### config.mk
export PLATFORM = sky130hd
export DESIGN_NAME = data_memory_banked
export DESIGN_NICKNAME = d
export VERILOG_FILES = /design/src/rtl/data_memory_banked.sv
export SDC_FILE = /design/constraint.sdc
export NUM_CORES = 1
export LEC_CHECK = 0
export BUFFER_PORTS_ARGS = -buffer_cell sky130_fd_sc_hd__buf_2
export CAP_MARGIN = 20
export CORE_ASPECT_RATIO = 1.5
export CORE_UTILIZATION = 47
export DETAILED_ROUTE_END_ITERATION = 8
export PLACE_DENSITY_LB_ADDON = 0.2
export SLEW_MARGIN = 20
export SYNTH_ARGS = -nofsm -noshare
export SYNTH_HDL_FRONTEND = slang
export SYNTH_SLANG_ARGS = --single-unit
### constraint.sdc
create_clock -name clock -period 4.8 [get_ports clock]
set_clock_uncertainty 0.05 [all_clocks]
set_input_delay 0.72 -clock clock [delete_from_list [all_inputs] [get_ports clock]]
set_output_delay 0.72 -clock clock [all_outputs]
set_load 0.01 [all_outputs]
### src/rtl/data_memory_banked.sv
`default_nettype none
// ============================================================================
// Module   : data_memory_banked
// Brief    : Windowed data RAM with post-reset clear, read strobe and fault flag
// Revision : 1.0
// ============================================================================
module data_memory_banked #(
  parameter int DATA_W         = 8,
  parameter int ADDR_W         = 8,
  parameter int BASE           = 128,
  parameter int LIMIT          = 223,
  parameter int CLEAR_ON_RESET = 1
) (
  input  logic              clock,
  input  logic              reset,
  input  logic [ADDR_W-1:0] address,
  input  logic [DATA_W-1:0] data_in,
  input  logic              write,
  input  logic              read,
  output logic [DATA_W-1:0] data_out,
  output logic              read_valid,
  output logic              ready,
  output logic              fault
);

  localparam int DEPTH = LIMIT - BASE + 1;
  localparam int IDX_W = (DEPTH > 1) ? $clog2(DEPTH) : 1;
  localparam logic [IDX_W-1:0] LAST_IDX = IDX_W'(DEPTH - 1);

  typedef enum logic [0:0] {
    ST_CLEAR = 1'b0,
    ST_RUN   = 1'b1
  } state_t;

  logic [DATA_W-1:0] mem [DEPTH];

  state_t            state_q, state_d;
  logic [IDX_W-1:0]  clear_ptr_q, clear_ptr_d;
  logic [DATA_W-1:0] data_out_q, data_out_d;
  logic              read_valid_q, read_valid_d;
  logic              ready_q, ready_d;
  logic              fault_q, fault_d;

  logic              lo_ok, hi_ok, in_range;
  logic [IDX_W-1:0]  index;
  logic              mem_we;
  logic [IDX_W-1:0]  mem_waddr;
  logic [DATA_W-1:0] mem_wdata;

  // Window edges that coincide with the address space limits need no compare.
  generate
    if (BASE == 0) begin : g_lo_open
      assign lo_ok = 1'b1;
    end else begin : g_lo_cmp
      assign lo_ok = (address >= ADDR_W'(BASE));
    end
    if (LIMIT >= (2 ** ADDR_W) - 1) begin : g_hi_open
      assign hi_ok = 1'b1;
    end else begin : g_hi_cmp
      assign hi_ok = (address <= ADDR_W'(LIMIT));
    end
  endgenerate

  assign in_range = lo_ok & hi_ok;
  assign index    = IDX_W'(address - ADDR_W'(BASE));

  always_comb begin
    state_d      = state_q;
    clear_ptr_d  = clear_ptr_q;
    data_out_d   = data_out_q;
    read_valid_d = 1'b0;
    fault_d      = 1'b0;
    ready_d      = ready_q;
    mem_we       = 1'b0;
    mem_waddr    = index;
    mem_wdata    = data_in;
    case (state_q)
      ST_CLEAR: begin
        mem_we      = 1'b1;
        mem_waddr   = clear_ptr_q;
        mem_wdata   = '0;
        fault_d     = write | read;
        clear_ptr_d = clear_ptr_q + 1'b1;
        if (clear_ptr_q == LAST_IDX) begin
          state_d = ST_RUN;
          ready_d = 1'b1;
        end
      end
      ST_RUN: begin
        ready_d = 1'b1;
        if (write | read) begin
          if (!in_range) begin
            fault_d = 1'b1;
          end else if (write) begin
            // A simultaneous read is dropped silently: write wins.
            mem_we = 1'b1;
          end else begin
            data_out_d   = mem[index];
            read_valid_d = 1'b1;
          end
        end
      end
      default: state_d = ST_RUN;
    endcase
  end

  always_ff @(posedge clock) begin
    if (!reset) begin
      state_q      <= (CLEAR_ON_RESET != 0) ? ST_CLEAR : ST_RUN;
      clear_ptr_q  <= '0;
      data_out_q   <= '0;
      read_valid_q <= 1'b0;
      ready_q      <= 1'b0;
      fault_q      <= 1'b0;
    end else begin
      state_q      <= state_d;
      clear_ptr_q  <= clear_ptr_d;
      data_out_q   <= data_out_d;
      read_valid_q <= read_valid_d;
      ready_q      <= ready_d;
      fault_q      <= fault_d;
    end
  end

  always_ff @(posedge clock) begin
    if (reset && mem_we) begin
      mem[mem_waddr] <= mem_wdata;
    end
  end

  assign data_out   = data_out_q;
  assign read_valid = read_valid_q;
  assign ready      = ready_q;
  assign fault      = fault_q;

endmodule
`default_nettype wire

==> summary.md <==
| Metric | Value |
|---|---|
| Status | `completed` |
| DIE HEIGHT | `316 um` |
| Slack of the worst reg-to-reg path | `1.33 ns` |
| Buf/Inv on CP | `2` |
| Max_slew headroom | `39.8%` |
| Post-synth EDFFs | `768` |
| Layout cells sized above 1 | `25.8%` |
| I/O pin cnt | `31` |
| Die Area | `0.0668 sq mm` |
| Hold_buf cts | `0` |
| Startpoint types | `flip-flop` |
| Mapped Avg Cell Area | `20.5 sq um` |
| Setup WS post-layout | `1.33 ns` |
| # DRC | `0` |
| Clk slew on worst S/H paths | `0.07 ns` |
| Fin. max-slew vios | `0` |
| Port bufs | `30` |
| Synth Register Bits | `787` |
| Cell area after synthesis | `0.0309 sq mm` |
| Max Freq | `288 MHz` |
| PwrDens | `394 mW/mm^2` |
| GPL Wtd Cong | `0.889` |
| R2r endpoint | `mem[10][0]$_DFFE_PP_` |
| Wirelength per Cell | `27.7 um` |
| CP Class | `reg -> reg` |
| R2R Path Start | `state_q$_SDFF_PN0_` |
| Final Hold Fails | `0` |
| Post-CTS Setup Bufs | `0` |
| Worst Tran Pin Value | `0.900 ns` |
| CP Cell Sequence | `buf_4 > nor2b_1 > a21oi_1 > nor2b_1 > nand2_1 > buf_4 > nor2_1` |
| Fin crit share | `72.3%` |
| Sequential area share after synthesis | `75.8%` |
| GRT Total Usage | `21.8%` |
| Worst hold path class | `reg -> reg` |
| Util after Layout | `53.9%` |
| Vias in the first global route | `15542` |
| Distinct cells, synth | `44` |
| Syn. warnings | `0` |
| CP peak stage delay | `0.65 ns` |
| # Max-Cap Violations | `0` |
| Largest net degree at the start of global routing | `97` |
| Root Driver | `clkbuf_16` |
| Fin Hold WS | `0.479 ns` |
| Clk sinks | `787` |
| # nets final | `1645` |
| Placeable Area | `0.0648 sq mm` |
| TNS Setup | `0 ns` |
| Initial core utilization | `47.7%` |
| Async SR Flop Fraction | `0%` |
| Initial antenna violation count | `1` |
| Synthesized instance count | `1504` |
| Worst-case clock buffer depth | `3` |
| 1st-iter DRT viols | `1405` |
| Worst Hold Launch | `data_out[0]$_SDFFE_PN0P_` |
| Setup WS pre-CTS | `1.03 ns` |
| Via count | `14832` |
| CTS buffer count | `71` |
| CP Data Arrival Time | `3.66 ns` |
| Post-CTS sizing | `0` |
| Worst-path cell with the longest stage delay | `dfxtp_1` |
| Post-DP HPWL | `45.3 mm` |
| DRT Pass-1 Iters | `5` |
| Die width | `211 um` |
| GRT overflow | `0` |
| Peak supply drop | `226 uV` |
| Clk Latency, worst-skew pair | `0.63 ns` |
| Top delay family on crit path | `simple AND/OR/NAND/NOR gates` |
| Data required time at the worst endpoint | `4.99 ns` |
| Commonest non-fill, non-tap cell in the layout | `edfxtp_1` |
| Rows | `114` |
| Commonest non-fill, non-tap cells in the layout | `edfxtp_1, mux4_2, nor2_1` |
| Final ANT Viol Nets | `0` |
| Hold Path Stages | `1` |
| RSZ-0062 raised after global routing | `no` |
| CTS tree | `done` |
| Main synth FF type | `edfxtp_1` |
| Via density | `5.82` |
| Setup violations, final | `0` |
| CP endpoint kind | `flip-flop` |
| CP max FO | `21` |
| Pleak | `11.7 nW` |
| First-pass GRT wire length | `104 mm` |
| Post-Syn Nets | `1525` |
| Routed Wire Length | `70.6 mm` |
| Min Tclk post-route | `3.47 ns` |
| End of the worst hold path | `data_out[0]$_SDFFE_PN0P_` |
| H-tree Lvls | `3` |
| FF-to-FF path depth | `7` |
| Syn-to-layout area delta | `12.9%` |
-- sequential cells by signal (all words and copies together) (netlist names) --
register     count
mem            768
ready            1
clear_ptr_q      7
state_q          1
read_valid       1
data_out         8
fault            1
-- layout make-up --
class                   instances  area [sq um]
repair buffers                136          1050
inverters                       6          22.5
well taps                     870          1090
diodes                          3          7.51
clock inverters                30           380
clock buffers                  95          2000
fillers                      5022         29900
flip-flops and latches        787         23400
multi-input cells             622          6890
-- per-stage QoR --
stage,power (mW),std cells,cell area (sq um)
2_1_floorplan,7.94,1504,30900
3_3_place_gp,8.09,2419,32400
3_5_place_dp,8.09,2419,32400
4_1_cts,13.9,2544,34800
5_1_grt,14.1,2547,34900
6_report,13.8,2549,34900
-- power breakdown --
| group | internal, mW | switching (mW) | total [mW] |
|---|---|---|---|
| clock network | 3.42 | 2.41 | 5.82 |
| logic | 0.201 | 0.297 | 0.498 |
| registers | 7.44 | 0.00597 | 7.44 |
| total | 11.1 | 2.71 | 13.8 |
-- metal layers --
metal / global-route usage (%) / routed length [um]
met1: 26.2 / 26400
met2: 38.9 / 38000
met3: 3.43 / 3600
met4: 9.14 / 2620
met5: 0 / 0
-- how the worst max path moves through the flow --
| stage | startpoint | endpoint | slack [ns] | cells after the start |
|---|---|---|---|---|
| detailed placement | address[6] | mem[10][4]$_DFFE_PP_ | 1.03 | 8 |
| global route | state_q$_SDFF_PN0_ | mem[10][3]$_DFFE_PP_ | 1.02 | 7 |
| floorplan | address[0] | mem[74][0]$_DFFE_PP_ | 1.85 | 10 |
| finish | state_q$_SDFF_PN0_ | mem[10][0]$_DFFE_PP_ | 1.33 | 7 |
| CTS | state_q$_SDFF_PN0_ | mem[10][3]$_DFFE_PP_ | 1.33 | 7 |
| global placement | address[6] | mem[10][3]$_DFFE_PP_ | 1.07 | 8 |
-- cells by family (layout without fill, tap and decap cells) --
kind of cell               count (synthesis)  in the layout  share of synthesized area [%]
AOI/OAI and AO/OA                        150            150                           3.70
xor gates and xnor gates                   4              4                          0.113
adders and majority gates                  1              1                         0.0405
buffers and inverters                     95            267                           1.91
DFF                                      787            787                           75.8
muxes                                    289            289                           15.9
other                                      0              3                              0
and+or+nand+nor                          178            178                           2.45
-- Yosys cell counts (all sizes together) (3+ instances only) --
| master | count | area share (%) |
|---|---|---|
| nand2 | 36 | 0.44 |
| a22o | 18 | 0.51 |
| and2 | 15 | 0.30 |
| mux2i | 104 | 3.4 |
| o211a | 5 | 0.16 |
| nor2b | 7 | 0.14 |
| xnor2 | 4 | 0.11 |
| a221oi | 43 | 1.3 |
| clkbuf | 37 | 0.45 |
| nor2 | 106 | 1.3 |
| nand3 | 6 | 0.097 |
| a21oi | 26 | 0.42 |
| mux2 | 25 | 0.91 |
| o221ai | 15 | 0.43 |
| dfxtp | 19 | 1.2 |
| edfxtp | 768 | 75 |
| o21a | 3 | 0.073 |
| a22oi | 5 | 0.12 |
| mux4 | 160 | 12 |
| o21ai | 25 | 0.40 |
| inv | 6 | 0.073 |
| buf | 52 | 1.4 |
-- worst register-to-register path: cells and delay by family (launching register included) --
family                 cells  cell delay, ns
and+or+nand+nor            4            1.52
DFF                        1            0.65
buffers and inverters      2            0.72
AOI/OAI and AO/OA          1            0.15
(Power assumes the default switching activity.)
